===== config.mk =====
export PLATFORM = sky130hd
export DESIGN_NAME = gmii_rx_framer_flat
export DESIGN_NICKNAME = d
export VERILOG_FILES = /design/src/rtl/gmii_rx_framer_if.sv /design/src/rtl/gmii_rx_framer.sv /design/src/flat_wrapper.sv
export SDC_FILE = /design/constraint.sdc
export NUM_CORES = 1
export LEC_CHECK = 0
export BUFFER_PORTS_ARGS = -buffer_cell sky130_fd_sc_hd__buf_2
export CAP_MARGIN = 20
export CORE_MARGIN = 2
export CORE_UTILIZATION = 50
export CTS_CLUSTER_SIZE = 8
export DETAILED_ROUTE_END_ITERATION = 7
export GPL_TIMING_DRIVEN = 0
export MAX_ROUTING_LAYER = met4
export PLACE_DENSITY = 0.77
export SETUP_SLACK_MARGIN = 0.2
export SYNTH_ARGS = -nofsm -noshare
export SYNTH_HDL_FRONTEND = slang
export SYNTH_SLANG_ARGS = --single-unit

===== constraint.sdc =====
create_clock -name gmii_rx_clk -period 3.3 [get_ports gmii_rx_clk]
set_clock_uncertainty 0.15 [all_clocks]
set_input_delay 0.66 -clock gmii_rx_clk [delete_from_list [all_inputs] [get_ports gmii_rx_clk]]
set_output_delay 0.66 -clock gmii_rx_clk [all_outputs]
set_load 0.03 [all_outputs]

===== src/rtl/gmii_rx_framer_if.sv =====
// Signal bundle between the GMII receive path, the framer and the payload consumer.
// master drives the GMII byte stream and observes the framer; slave is the framer side.
interface gmii_rx_framer_if;
  logic        gmii_rx_dv;
  logic [7:0]  gmii_rxd;
  logic        out_valid;
  logic [7:0]  out_data;
  logic        out_sof;
  logic        frame_end;
  logic        frame_ok;
  logic        crc_err;
  logic        len_err;
  logic [15:0] frame_len;

  modport master (
    output gmii_rx_dv, gmii_rxd,
    input  out_valid, out_data, out_sof, frame_end, frame_ok, crc_err, len_err, frame_len
  );

  modport slave (
    input  gmii_rx_dv, gmii_rxd,
    output out_valid, out_data, out_sof, frame_end, frame_ok, crc_err, len_err, frame_len
  );
endinterface


===== src/rtl/gmii_rx_framer.sv =====
// GMII receive framer: strips preamble/SFD/FCS, checks length and (optionally) FCS.
// Define GMII_RX_CRC_CHECK_EN to build the CRC-32 checker; otherwise crc_err is tied low.
module gmii_rx_framer #(
  parameter int unsigned MIN_PREAMBLE = 2,
  parameter int unsigned MAX_FRAME    = 1518,
  parameter int unsigned MIN_FRAME    = 64
) (
  input  logic            gmii_rx_clk,
  input  logic            rst,
  gmii_rx_framer_if.slave gmii
);

  localparam logic [3:0]  MinPre   = 4'(MIN_PREAMBLE);
  localparam logic [16:0] MaxFrame = 17'(MAX_FRAME);
  localparam logic [16:0] MinFrame = 17'(MIN_FRAME);

  typedef enum logic [1:0] {
    S_IDLE,
    S_PREAMBLE,
    S_DATA,
    S_DROP
  } state_e;

  state_e      state_q, state_d;
  logic [3:0]  pre_cnt_q, pre_cnt_d;
  logic [31:0] hold_q, hold_d;
  logic [16:0] total_q, total_d;
  logic        out_valid_q, out_valid_d;
  logic        out_sof_q, out_sof_d;
  logic [7:0]  out_data_q, out_data_d;
  logic        frame_end_q, frame_end_d;
  logic        frame_ok_q, frame_ok_d;
  logic        crc_err_q, crc_err_d;
  logic        len_err_q, len_err_d;
  logic [15:0] frame_len_q, frame_len_d;
  logic        len_bad;
  logic        crc_bad;
  logic [16:0] len_full;

  logic        sfd_ok;
  logic        data_byte;

  assign sfd_ok    = (state_q == S_PREAMBLE) && gmii.gmii_rx_dv &&
                     (gmii.gmii_rxd == 8'hD5) && (pre_cnt_q >= MinPre);
  assign data_byte = (state_q == S_DATA) && gmii.gmii_rx_dv;

`ifdef GMII_RX_CRC_CHECK_EN
  logic [31:0] crc_q, crc_d;

  function automatic logic [31:0] crc32_byte(input logic [31:0] crc, input logic [7:0] b);
    logic [31:0] c;
    c = crc ^ {24'h000000, b};
    for (int unsigned i = 0; i < 8; i++) begin
      c = c[0] ? ((c >> 1) ^ 32'hEDB88320) : (c >> 1);
    end
    return c;
  endfunction

  always_comb begin
    crc_d = crc_q;
    if (sfd_ok) begin
      crc_d = '1;
    end else if (data_byte) begin
      crc_d = crc32_byte(crc_q, gmii.gmii_rxd);
    end
  end

  always_ff @(posedge gmii_rx_clk) begin
    if (rst) begin
      crc_q <= '1;
    end else begin
      crc_q <= crc_d;
    end
  end

  // Running the CRC over the FCS too leaves the fixed residue on a good frame.
  assign crc_bad = (crc_q != 32'hDEBB20E3);
`else
  assign crc_bad = 1'b0;
`endif

  assign len_bad  = (total_q < MinFrame) || (total_q > MaxFrame);
  assign len_full = total_q - 17'd4;

  always_comb begin
    state_d     = state_q;
    pre_cnt_d   = pre_cnt_q;
    hold_d      = hold_q;
    total_d     = total_q;
    out_valid_d = 1'b0;
    out_sof_d   = 1'b0;
    out_data_d  = out_data_q;
    frame_end_d = 1'b0;
    frame_ok_d  = frame_ok_q;
    crc_err_d   = crc_err_q;
    len_err_d   = len_err_q;
    frame_len_d = frame_len_q;

    case (state_q)
      S_IDLE: begin
        if (gmii.gmii_rx_dv) begin
          if (gmii.gmii_rxd == 8'h55) begin
            state_d   = S_PREAMBLE;
            pre_cnt_d = 4'd1;
          end else begin
            state_d = S_DROP;
          end
        end
      end

      S_PREAMBLE: begin
        if (!gmii.gmii_rx_dv) begin
          state_d = S_IDLE;
        end else if (gmii.gmii_rxd == 8'h55) begin
          pre_cnt_d = (pre_cnt_q == 4'hF) ? pre_cnt_q : pre_cnt_q + 4'd1;
        end else if (sfd_ok) begin
          state_d = S_DATA;
          hold_d  = '0;
          total_d = '0;
        end else begin
          state_d = S_DROP;
        end
      end

      S_DATA: begin
        if (gmii.gmii_rx_dv) begin
          hold_d  = {hold_q[23:0], gmii.gmii_rxd};
          total_d = (total_q == '1) ? total_q : total_q + 17'd1;
          // total_q >= 4 means the holdback is full; the oldest byte has index total_q-4.
          if ((total_q >= 17'd4) && (total_q < MaxFrame)) begin
            out_valid_d = 1'b1;
            out_sof_d   = (total_q == 17'd4);
            out_data_d  = hold_q[31:24];
          end
        end else begin
          state_d     = S_IDLE;
          frame_end_d = 1'b1;
          len_err_d   = len_bad;
          crc_err_d   = crc_bad;
          frame_ok_d  = !len_bad && !crc_bad;
          if (total_q < 17'd4) begin
            frame_len_d = '0;
          end else if (len_full[16]) begin
            frame_len_d = '1;
          end else begin
            frame_len_d = len_full[15:0];
          end
        end
      end

      S_DROP: begin
        if (!gmii.gmii_rx_dv) begin
          state_d = S_IDLE;
        end
      end

      default: state_d = S_IDLE;
    endcase
  end

  always_ff @(posedge gmii_rx_clk) begin
    if (rst) begin
      state_q     <= S_IDLE;
      pre_cnt_q   <= '0;
      hold_q      <= '0;
      total_q     <= '0;
      out_valid_q <= 1'b0;
      out_sof_q   <= 1'b0;
      out_data_q  <= '0;
      frame_end_q <= 1'b0;
      frame_ok_q  <= 1'b0;
      crc_err_q   <= 1'b0;
      len_err_q   <= 1'b0;
      frame_len_q <= '0;
    end else begin
      state_q     <= state_d;
      pre_cnt_q   <= pre_cnt_d;
      hold_q      <= hold_d;
      total_q     <= total_d;
      out_valid_q <= out_valid_d;
      out_sof_q   <= out_sof_d;
      out_data_q  <= out_data_d;
      frame_end_q <= frame_end_d;
      frame_ok_q  <= frame_ok_d;
      crc_err_q   <= crc_err_d;
      len_err_q   <= len_err_d;
      frame_len_q <= frame_len_d;
    end
  end

  assign gmii.out_valid = out_valid_q;
  assign gmii.out_sof   = out_sof_q;
  assign gmii.out_data  = out_data_q;
  assign gmii.frame_end = frame_end_q;
  assign gmii.frame_ok  = frame_ok_q;
  assign gmii.crc_err   = crc_err_q;
  assign gmii.len_err   = len_err_q;
  assign gmii.frame_len = frame_len_q;

endmodule


===== src/flat_wrapper.sv =====
// flat-port wrapper written by rule: the top's interface ports become plain ports
module gmii_rx_framer_flat 
#(
  parameter int unsigned MIN_PREAMBLE = 2,
  parameter int unsigned MAX_FRAME    = 1518,
  parameter int unsigned MIN_FRAME    = 64
)
  (gmii_rx_clk, rst, gmii_gmii_rx_dv, gmii_gmii_rxd, gmii_out_valid, gmii_out_data, gmii_out_sof, gmii_frame_end, gmii_frame_ok, gmii_crc_err, gmii_len_err, gmii_frame_len);
  gmii_rx_framer_if gmii_i ();
  input  logic gmii_rx_clk;
  input  logic rst;
  input wire logic [$bits(gmii_i.gmii_rx_dv)-1:0] gmii_gmii_rx_dv;
  input wire logic [$bits(gmii_i.gmii_rxd)-1:0] gmii_gmii_rxd;
  output wire logic [$bits(gmii_i.out_valid)-1:0] gmii_out_valid;
  output wire logic [$bits(gmii_i.out_data)-1:0] gmii_out_data;
  output wire logic [$bits(gmii_i.out_sof)-1:0] gmii_out_sof;
  output wire logic [$bits(gmii_i.frame_end)-1:0] gmii_frame_end;
  output wire logic [$bits(gmii_i.frame_ok)-1:0] gmii_frame_ok;
  output wire logic [$bits(gmii_i.crc_err)-1:0] gmii_crc_err;
  output wire logic [$bits(gmii_i.len_err)-1:0] gmii_len_err;
  output wire logic [$bits(gmii_i.frame_len)-1:0] gmii_frame_len;
  assign gmii_i.gmii_rx_dv = gmii_gmii_rx_dv;
  assign gmii_i.gmii_rxd = gmii_gmii_rxd;
  assign gmii_out_valid = gmii_i.out_valid;
  assign gmii_out_data = gmii_i.out_data;
  assign gmii_out_sof = gmii_i.out_sof;
  assign gmii_frame_end = gmii_i.frame_end;
  assign gmii_frame_ok = gmii_i.frame_ok;
  assign gmii_crc_err = gmii_i.crc_err;
  assign gmii_len_err = gmii_i.len_err;
  assign gmii_frame_len = gmii_i.frame_len;
  gmii_rx_framer #(.MIN_PREAMBLE(MIN_PREAMBLE), .MAX_FRAME(MAX_FRAME), .MIN_FRAME(MIN_FRAME)) u_core (.gmii_rx_clk(gmii_rx_clk), .rst(rst), .gmii(gmii_i));
endmodule

==> results by group <==
Timing
  • Final hold violation count: 0
  • Worst Max-Slew Pin Slew: approximately 0.74 ns
  • Tmin final: 3.004 ns
  • Final Max Slew Viols: 0
  • Slew HR: 50.82%
  • Achievable Freq: 332.9 MHz
  • Final setup violating endpoints: 0
  • Fin Setup TNS: 0 ns
  • RSZ-0062 raised after global routing: no
  • Hold WS: 0.2983 ns
  • Post-route clock period utilization: 91.03%
  • Worst Setup Slack, final: 0.2959 ns

Cells and area
  • Area Growth Syn to Fin: 13.24%
  • Commonest non-fill, non-tap cell in the layout: dfxtp_1
  • Fill cells: 728
  • Antenna cells: 0
  • Area of the multi-input gates: approximately 2300 µm²
  • Commonest non-fill, non-tap cells in the layout: dfxtp_1, nand3_1, buf_2, a21oi_1, o21ai_0
  • Post-layout instance area: 4740 µm²
  • Final #Nets: 571
  • Share of layout cells above drive strength 1: 14.18%
  • Final cell count without fillers: 662
  • FF+latch area: around 1700 µm²

Pwr
  • NetSw: 0.5050 mW
  • Seq pwr share: 55.6%
  • Combinational Power Share: a little over 6%
  • Worst VDD drop: 195.4 µV
  • Clock share of power: 38.3%
  • LEAKAGE: 1.667 nW
  • Switch share: between 20% and 30%
  • P per Cell Area: around 390 nW/µm²
  • Internal Power: 1.335 mW

Route
  • Routed vias: 4,024
  • TritonRoute pass-1 iters: 8
  • WL/cell: 16.47 µm
  • Initial DRC Count: 437
  • Post-route ant nets: 0
  • Routed vias/inst: 6.079
  • Total Wirelength: 10,900 µm
  • Post-route DRC: 0

Synth
  • Mapped cell area: 4185 µm²
  • Ranking of synthesized cells by area: dfxtp_1, nand3_1, a21oi_1
  • EDFF count, synth: 0
  • Synth area leader: dfxtp_1
  • Syn avg cell area: around 8.3 µm²
  • Fraction of the yosys area taken by sequential cells: around 40%
  • Share of the synthesized area in the top cell type: 40.18%
  • #FFs+latches synth: 84
  • Main synth FF type: dfxtp_1
  • Syn_nets: 521
  • Unique masters post-synth: between 60 and 70
  • Synth async-reset ratio: 0%
  • Cells after Synth: approximately 500
  • Yosys synthesis warning count: 0

Clock tree
  • Root Driver: clkbuf_8
  • TritonCTS buffer count: 9
  • # clock sinks: 84
  • Clock transition at path regs: ~0.090 ns
  • CTS tree: yes
  • Cts hold-fix bufs: 0
  • Post-CTS Setup Inserts: 0
  • CTS HTree Levels: 3
  • Clock buffer depth: 2
  • Worst skew pair latency: 0.36 ns

Die
  • Die Y: 95.49 µm
  • Die Wd: 95.49 µm
  • Initial core utilization: 51.19%
  • Die area: between 9000 and 10,000 µm²
  • Ports: around 40
  • FP Rows: 33
  • CORE AREA: roughly 8200 µm²

Place
  • HPWL after detailed placement: 7760 µm
  • Placed cells: 646
  • RD Place Congestion: 0.8976
  • Dpl ws: 0.08094 ns
  • Buffers on Ports: 39
  • Placed inst area: ~4500 µm²

Worst setup path
  • Crit Reg-Reg Startpoint: u_core.total_q[2]$_SDFFE_PP0P_
  • R2r setup slk: 0.30 ns
  • CP startpoint kind: register
  • WP data required: 3.42 ns
  • Crit path to: u_core.total_q[5]$_SDFFE_PP0P_
  • Kind of end point of the critical path: register
  • Crit path kind: reg -> reg
  • Critical path arrival: approximately 3.1 ns
  • Reg-to-reg endpoint: u_core.total_q[5]$_SDFFE_PP0P_
  • CP Max Fanout: 10
  • Worst Setup SP: u_core.total_q[2]$_SDFFE_PP0P_
  • Worst r2r path cells: 9

Run
  • Total of max-cap violations: 0

GRT
  • First-pass GRT wire length: around 18,000 µm
  • GRT Util Overall: 25.26%
  • Largest net degree at the start of global routing: 17
  • Initial antenna violation count: 0
  • Number of global-route vias before repair: 3,606
  • Total gr overflow: 0

Status
  • Status: completed

Worst hold path
  • Hold WC Path Type: reg -> reg
[sequential cells by signal, summed over array words and instances (netlist names)]
| register | flops |
|---|---|
| u_core.gmii.len_err | 1 |
| u_core.gmii.out_data | 8 |
| u_core.gmii.out_valid | 1 |
| u_core.gmii.out_sof | 1 |
| u_core.pre_cnt_q | 4 |
| u_core.hold_q | 32 |
| u_core.gmii.frame_len | 16 |
| u_core.gmii.frame_end | 1 |
| u_core.state_q | 2 |
| u_core.total_q | 17 |
| u_core.gmii.frame_ok | 1 |
[cells by family (layout without fill, tap and decap cells)]
| logic type | Yosys count | after routing | synth area share [%] |
|---|---|---|---|
| AO/OA/AOI/OAI | 157 | 157 | 24.40 |
| XOR/XNOR | 6 | 6 | 1.256 |
| adder cells (fa/ha/maj) | 8 | 8 | 2.392 |
| buffers and inverters | 61 | 116 | 6.159 |
| flip-flops | 84 | 84 | 40.18 |
| multiplexers | 10 | 10 | 2.392 |
| other | 1 | 1 | 0.08960 |
| AND/OR/NAND/NOR | 175 | 175 | 23.14 |
[how the worst min path moves through the flow]
stage          slack [ns]  depth (start not counted)                             startpoint                                    end
6_report             0.30                          2  u_core.gmii.frame_len[4]$_SDFFE_PP0P_  u_core.gmii.frame_len[4]$_SDFFE_PP0P_
5_1_grt              0.32                          2  u_core.gmii.frame_len[5]$_SDFFE_PP0P_  u_core.gmii.frame_len[5]$_SDFFE_PP0P_
4_1_cts              0.30                          2  u_core.gmii.frame_len[4]$_SDFFE_PP0P_  u_core.gmii.frame_len[4]$_SDFFE_PP0P_
3_5_place_dp         0.29                          2  u_core.gmii.frame_len[4]$_SDFFE_PP0P_  u_core.gmii.frame_len[4]$_SDFFE_PP0P_
3_3_place_gp         0.28                          2  u_core.gmii.frame_len[4]$_SDFFE_PP0P_  u_core.gmii.frame_len[4]$_SDFFE_PP0P_
2_1_floorplan        0.29                          2          u_core.hold_q[2]$_SDFFE_PP0P_         u_core.hold_q[10]$_SDFFE_PP0P_
[what timing repair did]
item / in CTS / in global routing
endpoints found under the hold margin: 0 / 0
resized for setup: 3 / 11
endpoints found under the setup margin: 9 / 13
[area by class of cell]
| class | instances | area share (%) |
|---|---|---|
| multi-input combinational | 357 | 48.18 |
| clock buffer | 9 | 2.614 |
| tap | 105 | 2.772 |
| buffer | 46 | 4.356 |
| clock inverter | 7 | 1.241 |
| timing repair buffer | 39 | 4.118 |
| inverter | 15 | 1.188 |
| sequential | 84 | 35.53 |
[metrics by stage]
stage	util [%]	power, mW
after floorplan	-	1.119
after global placement	55.19	1.154
after detailed placement	55.19	1.156
after CTS	57.59	1.841
after global routing	57.97	1.896
final	57.97	1.840
[power by group through the flow]
stage | logic (mW) | clock network (mW) | registers [mW]
final | 0.113 | 0.704 | 1.02
after global routing | 0.124 | 0.748 | 1.02
after CTS | 0.109 | 0.709 | 1.02
after detailed placement | 0.109 | 0 | 1.05
after global placement | 0.107 | 0 | 1.05
after floorplan | 0.0712 | 0 | 1.05
[critical path, cell delays in order, from the launching register on]
cell and delay (ns):
dfxtp_1 0.53, ha_1 0.28, nand3_1 0.17, nor4_2 0.36, and3_1 0.23, ha_1 0.14, clkbuf_2 0.22, a21o_1 0.31
nor2_1 0.20, a311oi_1 0.32
[layer usage]
layer	track usage (%)	routed length [µm]
met1	33.46	4845
met2	38.15	5059
met3	4.348	801
met4	10.71	193
met5	-	0
[synth_stat cells, drive strengths merged (3+ instances only)]
cell type,number
a32oi,3
a31oi,6
nor3,17
o21ai,46
or4,7
and3b,3
a21oi,42
a211oi,10
xnor2,4
inv,15
buf,8
nor4,5
mux2i,10
a311oi,5
o211ai,15
o221ai,3
nor2,17
clkbuf,38
nand2,29
ha,8
or3,5
o31ai,5
nand2b,20
nand3,43
dfxtp,84
and3,6
nand4,4
nor3b,3
and4,3
Note: power is estimated with default switching activity, not from simulation.
